--- src/rtl/adc_feature_sequencer.sv ---
// Sequences a shared multiplexed ADC across the classifier features, quantizes each
// conversion and hands the assembled vector to the classifier atomically.
module adc_feature_sequencer #(
    parameter int unsigned          N_FEAT    = 7,
    parameter int unsigned          FEAT_W    = 4,
    parameter int unsigned          ADC_W     = 8,
    parameter int unsigned          SETTLE    = 2,
    parameter int unsigned          TIMEOUT   = 64,
    parameter int unsigned          ROUND     = 1,
    parameter logic [N_FEAT-1:0]    SKIP_MASK = '0
) (
    input  logic                       clk,
    input  logic                       rst_n,
    input  logic                       start,
    output logic                       busy,
    output logic [2:0]                 adc_sel,
    output logic                       adc_soc,
    input  logic                       adc_eoc,
    input  logic [ADC_W-1:0]           adc_data,
    output logic [N_FEAT*FEAT_W-1:0]   feat_vec,
    output logic                       feat_valid,
    input  logic [1:0]                 class_in,
    output logic [1:0]                 class_out,
    output logic                       class_valid,
    output logic                       err
);

    localparam int unsigned CNT_MAX = (TIMEOUT > SETTLE) ? TIMEOUT : SETTLE;
    localparam int unsigned CNT_W   = $clog2(CNT_MAX + 1);

    typedef enum logic [2:0] {
        S_IDLE,
        S_SELECT,
        S_CONVERT,
        S_DONE,
        S_CAPTURE
    } state_t;

    state_t                     r_state;
    state_t                     w_state_nxt;
    logic [2:0]                 r_chan;
    logic [2:0]                 w_chan_nxt;
    logic [CNT_W-1:0]           r_cnt;
    logic [CNT_W-1:0]           w_cnt_nxt;
    logic [N_FEAT*FEAT_W-1:0]   r_shadow;
    logic [N_FEAT*FEAT_W-1:0]   w_shadow_nxt;
    logic [N_FEAT*FEAT_W-1:0]   r_feat_vec;
    logic [1:0]                 r_class;
    logic                       r_err;
    logic                       w_err_nxt;

    logic [2:0]                 w_first_chan;
    logic                       w_first_found;
    logic [2:0]                 w_next_chan;
    logic                       w_next_found;
    logic                       w_eoc_ok;
    logic                       w_tmo;

    logic [FEAT_W-1:0]          w_trunc;
    logic [FEAT_W-1:0]          w_quant;
    logic                       w_unused_adc;

    assign w_trunc      = adc_data[ADC_W-1 -: FEAT_W];
    assign w_unused_adc = ^adc_data;

    generate
        if (ROUND != 0 && ADC_W > FEAT_W) begin : g_round
            logic [FEAT_W:0] w_sum;
            assign w_sum   = {1'b0, w_trunc} + {{FEAT_W{1'b0}}, adc_data[ADC_W-FEAT_W-1]};
            assign w_quant = w_sum[FEAT_W] ? '1 : w_sum[FEAT_W-1:0];
        end else begin : g_trunc
            assign w_quant = w_trunc;
        end
    endgenerate

    // Channel walk order is fixed at build time by SKIP_MASK; masked channels never appear.
    always_comb begin
        w_first_found = 1'b0;
        w_first_chan  = '0;
        w_next_found  = 1'b0;
        w_next_chan   = '0;
        for (int unsigned i = 0; i < N_FEAT; i++) begin
            if (!SKIP_MASK[i] && !w_first_found) begin
                w_first_found = 1'b1;
                w_first_chan  = 3'(i);
            end
            if (!SKIP_MASK[i] && !w_next_found && (3'(i) > r_chan)) begin
                w_next_found = 1'b1;
                w_next_chan  = 3'(i);
            end
        end
    end

    always_comb begin
        w_state_nxt  = r_state;
        w_chan_nxt   = r_chan;
        w_cnt_nxt    = r_cnt;
        w_shadow_nxt = r_shadow;
        w_err_nxt    = r_err;
        w_eoc_ok     = 1'b0;
        w_tmo        = 1'b0;
        unique case (r_state)
            S_IDLE: begin
                if (start) begin
                    w_shadow_nxt = '0;
                    w_err_nxt    = 1'b0;
                    w_cnt_nxt    = '0;
                    if (w_first_found) begin
                        w_state_nxt = S_SELECT;
                        w_chan_nxt  = w_first_chan;
                    end else begin
                        w_state_nxt = S_DONE;
                    end
                end
            end
            S_SELECT: begin
                if (r_cnt == CNT_W'(SETTLE - 1)) begin
                    w_state_nxt = S_CONVERT;
                    w_cnt_nxt   = '0;
                end else begin
                    w_cnt_nxt = r_cnt + CNT_W'(1);
                end
            end
            S_CONVERT: begin
                // eoc in the soc cycle is ignored; eoc in the timeout cycle still wins.
                w_eoc_ok = adc_eoc && (r_cnt != '0);
                w_tmo    = !adc_eoc && (r_cnt == CNT_W'(TIMEOUT));
                if (w_eoc_ok || w_tmo) begin
                    for (int unsigned i = 0; i < N_FEAT; i++) begin
                        if (r_chan == 3'(i)) begin
                            w_shadow_nxt[i*FEAT_W +: FEAT_W] = w_eoc_ok ? w_quant : '0;
                        end
                    end
                    if (w_tmo) begin
                        w_err_nxt = 1'b1;
                    end
                    w_cnt_nxt = '0;
                    if (w_next_found) begin
                        w_state_nxt = S_SELECT;
                        w_chan_nxt  = w_next_chan;
                    end else begin
                        w_state_nxt = S_DONE;
                    end
                end else begin
                    w_cnt_nxt = r_cnt + CNT_W'(1);
                end
            end
            S_DONE:    w_state_nxt = S_CAPTURE;
            S_CAPTURE: w_state_nxt = S_IDLE;
            default:   w_state_nxt = S_IDLE;
        endcase
    end

    always_ff @(posedge clk) begin
        if (!rst_n) begin
            r_state    <= S_IDLE;
            r_chan     <= '0;
            r_cnt      <= '0;
            r_shadow   <= '0;
            r_feat_vec <= '0;
            r_class    <= '0;
            r_err      <= 1'b0;
        end else begin
            r_state  <= w_state_nxt;
            r_chan   <= w_chan_nxt;
            r_cnt    <= w_cnt_nxt;
            r_shadow <= w_shadow_nxt;
            r_err    <= w_err_nxt;
            // Loading on DONE entry lets feat_vec and feat_valid appear in the same cycle.
            if (w_state_nxt == S_DONE) begin
                r_feat_vec <= w_shadow_nxt;
            end
            if (r_state == S_DONE) begin
                r_class <= class_in;
            end
        end
    end

    assign busy        = (r_state != S_IDLE);
    assign adc_sel     = r_chan;
    assign adc_soc     = (r_state == S_CONVERT) && (r_cnt == '0);
    assign feat_vec    = r_feat_vec;
    assign feat_valid  = (r_state == S_DONE);
    assign class_out   = r_class;
    assign class_valid = (r_state == S_CAPTURE);
    assign err         = r_err;

endmodule

--- config.mk ---
export PLATFORM = sky130hd
export DESIGN_NAME = adc_feature_sequencer
export DESIGN_NICKNAME = d
export VERILOG_FILES = /design/src/rtl/adc_feature_sequencer.sv
export SDC_FILE = /design/constraint.sdc
export NUM_CORES = 1
export LEC_CHECK = 0
export ABC_AREA = 1
export CORE_AREA = 5 5 84 101
export CTS_CLUSTER_SIZE = 20
export DETAILED_ROUTE_END_ITERATION = 16
export DIE_AREA = 0 0 89 106
export PLACE_DENSITY = 0.75
export SLEW_MARGIN = 20
export SYNTH_ARGS = -nofsm -noshare
export SYNTH_HDL_FRONTEND = slang
export SYNTH_SLANG_ARGS = --single-unit
--- constraint.sdc ---
create_clock -name clk -period 1.8 [get_ports clk]
set_input_delay 0.36 -clock clk [delete_from_list [all_inputs] [get_ports clk]]
set_output_delay 0.36 -clock clk [all_outputs]
set_load 0.01 [all_outputs]
==> results of run 1 <==
[layout make-up]
class,instances,area share
sequential,72,0.2869
tap,92,0.02281
inverter,64,0.04810
multi-input combinational,383,0.3908
clock buffer,11,0.03000
timing repair buffer,106,0.2093
clock inverter,5,0.01215
[where the power goes]
group / total [mW] / switching [mW] / internal (mW) / leakage [nW]
Clock: 1.37 / 0.644 / 0.726 / 0.110
Combinational: 0.750 / 0.403 / 0.347 / 1.74
Sequential: 1.67 / 0.0281 / 1.64 / 0.584
[critical path: cells and delay by family (launching register included)]
family                     cells  cell delay (ns)
and+or+nand+nor                8             0.75
DFF                            1             0.33
adders and majority gates      1             0.15
buffers and inverters          4             0.44
[routing by layer]
metal / part of all wire / up-vias
li1: - / 1860
met1: 0.42 / 1595
met2: 0.50 / 75
met3: 0.045 / 22
met4: 0.030 / 0
met5: 0 / -
[Yosys cell counts (all sizes together)]
cell / n / share of area
a31oi: 1 / 0.0018
inv: 64 / 0.068
nor3: 9 / 0.013
nand4: 10 / 0.018
nor3b: 1 / 0.0021
xor2: 4 / 0.010
clkbuf: 9 / 0.0096
nor2: 85 / 0.10
o22ai: 1 / 0.0018
nand3: 32 / 0.053
ha: 5 / 0.018
o21ai: 10 / 0.014
buf: 8 / 0.018
nand2: 188 / 0.21
dfxtp: 72 / 0.41
a21oi: 37 / 0.053
[what timing repair did]
action                     4_1_cts  5_1_grt
cloned                           1        4
hold buffers                     0        0
setup endpoints to repair       48       64
resized for setup               26       64
pin swaps                        2       35
setup buffers                    1        1
[registers in the layout (all words and copies together), names as in the netlist]
signal and flops:
r_cnt 7, err 1, adc_sel 3, feat_vec 28, r_shadow 28, class_out 2, r_state 3
[worst max path at each step]
stage	depth (start not counted)	endpoint
after floorplan	14	feat_vec[10]
after global placement	14	feat_vec[22]
after detailed placement	14	feat_vec[22]
after CTS	15	feat_vec[12]
after global routing	15	feat_vec[4]
final	13	feat_vec[27]
[cell families after synthesis]
| kind of cell | count (synthesis) | synth area share |
|---|---|---|
| adders and majority gates | 5 | 0.01778 |
| and+or+nand+nor | 325 | 0.3962 |
| AOI/OAI and AO/OA | 49 | 0.07041 |
| xor gates and xnor gates | 4 | 0.009956 |
| buffers and inverters | 81 | 0.09601 |
| DFF | 72 | 0.4097 |
[metrics by stage]
stage          hold slack, ns  instances
6_report               0.4698        733
5_1_grt                0.4976        733
4_1_cts                0.4671        729
3_5_place_dp           0.4480        711
3_3_place_gp           0.4505        711
2_1_floorplan          0.4464        536
==> impl_metrics.tcl, run 1 <==
set metrics [dict create \
    status "finished, final reports clean" \
    p_leak_nw 2.437 \
    start_kind "flop" \
    critical_path_class "reg2reg" \
    arrival_ns 2.01 \
    fp.dieArea_um2 9434 \
    min_path_type "reg2reg" \
    cap_viol_max_count 0 \
    die_h_um 106 \
    via_per_inst 4.846 \
    fin_crit_sh 0.9800 \
    cp_slowest_cell "dfxtp_2" \
    vdd_drop_max_uv 563.9 \
    slowest_delay_ns 0.33 \
    worstSkewPairLatency_ns 0.35 \
    grt_pass1_wl_mm 14.79 \
    final_cell_area_um2 5046 \
    areaGrowthSynthToFinish_pct 43.42 \
    antenna_found_initial 0 \
    ys_seq_area_frac 0.4097 \
    grt-ovfl-total 0 \
    seqCellArea_um2 1448 \
    place_hpwl_mm 6.274 \
    fin_total_pwr_mw 3.785 \
    min_period_ns 1.764 \
    grt_usage 0.1978 \
    cts.clk_slew.worst_paths_ns 0.08 \
    crit_start "r_cnt[0]" \
    synth-seq-cells 72 \
    endpoint_kind "flop" \
    r2r-end "feat_vec[27]" \
    fin_skew_ns 0.009525 \
    dpl_worst_slack_ns -0.3983 \
    final_max_slew_viol_count 0 \
    vias 3552 \
    hold_depth 2 \
    nNetsFinal 655 \
    synth_area_um2 3518 \
    syn-instance-count 536 \
    relSlewSlack 0.7087 \
    clk_path_buf_depth 2 \
    finalWirelength_mm 9.317 \
    numCtsBuffers 9 \
    grt-busiest-layer "met2" \
    critPathRequiredTime_ns 2.05 \
    worst_slew_pin_slew_ns 0.4336 \
    r2r.worst_path.cells 13 \
    post-route-util 0.6739 \
    multi_input_comb_area_um2 1972 \
    final.setup.worst_slack_ns 0.03605 \
    place_congestion 0.8719 \
    setup_tns_ns 0 \
    regToRegStartpoint "r_cnt[0]" \
    fillers 636 \
    cts_tree "yes" \
    grt_pass1_vias 3310 \
    port_buffers 48 \
    die_x_um 89 \
    dr.pass1.iters 4 \
    rows 35 \
    root_buffer "clkbuf_8" \
    layout-drive-gt1-share 0.2340 \
    use_met2 0.3344 \
    rsz0062_at_grt "true" \
    ant_nets 0 \
    rrSetupSlack_ns 0.04 \
    ios 52 \
    hold_violations 0 \
    min_from "err" \
    diodes 0 \
    syn_nets 555 \
    drc_errors 0 \
    placed_area_um2 4457 \
    final_common_cell "nand2_1" \
    ys_types 27 \
    ys_warn_count 0 \
    path_cells "inv_2 -> ha_4 -> inv_4 -> nor2_8 -> buf_6 -> nand3_4 -> nand3_2 -> nand2_2 -> nand2_4 -> nand2_8 -> buf_16 -> nor2_2 -> nor2_1" \
    grt_max_degree 28 \
    h-tree-depth 3 \
    grt_use_met3 0.05116 \
    setup_viol 0 \
    numClockSinks 72 \
    p_per_area_nw_per_um2 750.2 \
    hold_end "err" \
    cp_max_fo 15 \
    syn_area_per_cell_um2 6.564 \
    drt_iter0_drc 164 \
    wl_per_cell_um 12.71 \
    final_cell_mix "nand2_1 (154), nor2_1 (67), dfxtp_1 (67)" \
    core-area_um2 7488 \
    grt.met1_usage 0.2303 \
    fmax_mhz 566.9 \
    start_util 0.4698 \
]
Power figures use the tool's default switching activity.
==> run 2, diff against run 1 <==
--- a/config.mk
+++ b/config.mk
@@ -6,10 +6,10 @@
 export NUM_CORES = 1
 export LEC_CHECK = 0
 export ABC_AREA = 1
-export CORE_AREA = 5 5 84 101
+export CORE_AREA = 2 2 81 98
 export CTS_CLUSTER_SIZE = 20
 export DETAILED_ROUTE_END_ITERATION = 16
-export DIE_AREA = 0 0 89 106
+export DIE_AREA = 0 0 83 100
 export PLACE_DENSITY = 0.75
 export SLEW_MARGIN = 20
 export SYNTH_ARGS = -nofsm -noshare
==> impl_metrics.tcl, run 2 (synthesis gave the netlist of run 1 again) <==
set metrics [dict create \
    status "finished, violations left" \
    violations "negative setup slack" \
    grt-ovfl-total 0 \
    fmax_mhz 508.0 \
    place_hpwl_mm 6.151 \
    wl_per_cell_um 14.91 \
    h-tree-depth 3 \
    worstSkewPairLatency_ns 0.37 \
    p_leak_nw 2.557 \
    numCtsBuffers 9 \
    endpoint_kind "flop" \
    grt_max_degree 28 \
    setup_tns_ns -3.056 \
    start_kind "flop" \
    final.setup.worst_slack_ns -0.1686 \
    core-area_um2 7488 \
    rsz0062_at_grt "true" \
    r2r.worst_path.cells 15 \
    antenna_found_initial 0 \
    nNetsFinal 675 \
    clk_path_buf_depth 2 \
    hold_end "r_shadow[19]" \
    ios 52 \
    arrival_ns 2.23 \
    final_common_cell "nand2_1" \
    min_path_type "reg2reg" \
    cp_slowest_cell "dfxtp_2" \
    hold_depth 2 \
    start_util 0.4698 \
    die_h_um 100 \
    drc_errors 0 \
    r2r-end "feat_vec[26]" \
    layout-drive-gt1-share 0.3364 \
    setup_viol 33 \
    finalWirelength_mm 11.21 \
    worst_slew_pin_slew_ns 0.4073 \
    vias 3933 \
    grt_usage 0.2635 \
    cp_max_fo 10 \
    placed_area_um2 4469 \
    relSlewSlack 0.7274 \
    cts.clk_slew.worst_paths_ns 0.08 \
    diodes 0 \
    critical_path_class "reg2reg" \
    drt_iter0_drc 272 \
    final_cell_area_um2 5468 \
    p_per_area_nw_per_um2 670.4 \
    vdd_drop_max_uv 439.7 \
    grt_pass1_vias 3810 \
    place_congestion 0.8811 \
    rows 35 \
    grt_pass1_wl_mm 17.45 \
    path_cells "inv_2 -> ha_4 -> inv_4 -> nor2_8 -> buf_6 -> nand3_4 -> nand2_4 -> nand2_4 -> nand3_4 -> nand2_8 -> buf_12 -> buf_12 -> buf_16 -> nor2_2 -> nor2_1" \
    root_buffer "clkbuf_8" \
    critPathRequiredTime_ns 2.06 \
    fin_crit_sh 1.094 \
    min_from "r_shadow[19]" \
    cap_viol_max_count 0 \
    slowest_delay_ns 0.33 \
    port_buffers 48 \
    cts_tree "yes" \
    via_per_inst 5.230 \
    fp.dieArea_um2 8300 \
    hold_violations 0 \
    fin_skew_ns 0.01514 \
    regToRegStartpoint "r_cnt[0]" \
    rrSetupSlack_ns -0.17 \
    final_max_slew_viol_count 0 \
    numClockSinks 72 \
    ant_nets 0 \
    min_period_ns 1.969 \
    areaGrowthSynthToFinish_pct 55.41 \
    dr.pass1.iters 5 \
    final_cell_mix "nand2_1 (125), dfxtp_1 (68), inv_1 (57)" \
    die_x_um 83 \
]
==> run 2: cell types whose count changed in the layout (fill, tap and decap cells not counted), sizes merged <==
cell / change
inv: -2
clkinv: +1
clkinvlp: +1
buf: +23
bufinv: -1
dlymetal6s2s: -1
clkdlybuf4s50: +1
clkbuf: -3
==> run 2: where the power goes <==
part,switching [mW],internal (mW)
combinational,0.469,0.414
clock,0.628,0.486
sequential,0.0297,1.64
==> run 2: routing by layer <==
| layer | GRT usage | up-vias | share of wire |
|---|---|---|---|
| met5 | 0 | - | 0 |
| met4 | 0.1602 | 0 | 0.058 |
| met3 | 0.03454 | 57 | 0.040 |
| met2 | 0.4988 | 127 | 0.52 |
| met1 | 0.2761 | 1848 | 0.38 |
| li1 | - | 1901 | - |
==> run 2: layout make-up <==
cell class                      instances  area (µm²)
Sequential cell                        72        1446
Inverter                               64       242.7
Clock inverter                          4       22.52
Timing Repair Buffer                  126        1313
Multi-Input combinational cell        383        2197
Fill cell                             559        2021
Clock buffer                           11       131.4
Tap cell                               92       115.1
==> run 2: worst max-delay path, delay by kind of cell (launching register included) <==
family                     cells  cell delay [ns]
adders and majority gates      1             0.15
buffers and inverters          6             0.66
DFF                            1             0.33
and+or+nand+nor                8             0.70
==> run 2: worst max-delay path by stage <==
stage | start | endpoint | depth (start not counted)
6_report | r_cnt[0] | feat_vec[26] | 15
3_3_place_gp | adc_data[3] | feat_vec[22] | 14
3_5_place_dp | adc_data[3] | feat_vec[22] | 14
4_1_cts | r_cnt[1] | feat_vec[8] | 17
2_1_floorplan | r_cnt[0] | feat_vec[10] | 14
5_1_grt | r_cnt[0] | feat_vec[23] | 16
==> run 2: stage by stage <==
step                      cells  hold WS (ns)  power, mW  setup WS, ns    util
after floorplan             536        0.4464      2.032       0.04736       -
after global placement      716        0.4449      2.315       -0.3550  0.5968
after detailed placement    716        0.4498      2.327       -0.4543  0.5968
after CTS                   751        0.4731      3.563      -0.06451  0.6956
after global routing        752        0.4878      3.818       -0.2415  0.7302
final                       752        0.4679      3.666       -0.1686  0.7302
==> run 2: repair_timing <==
action | 4_1_cts | 5_1_grt
cloned | 7 | 0
setup endpoints to repair | 59 | 65
resized for setup | 75 | 100
buffers inserted | 13 | 7
hold buffers | 0 | 0
pin swaps | 16 | 46
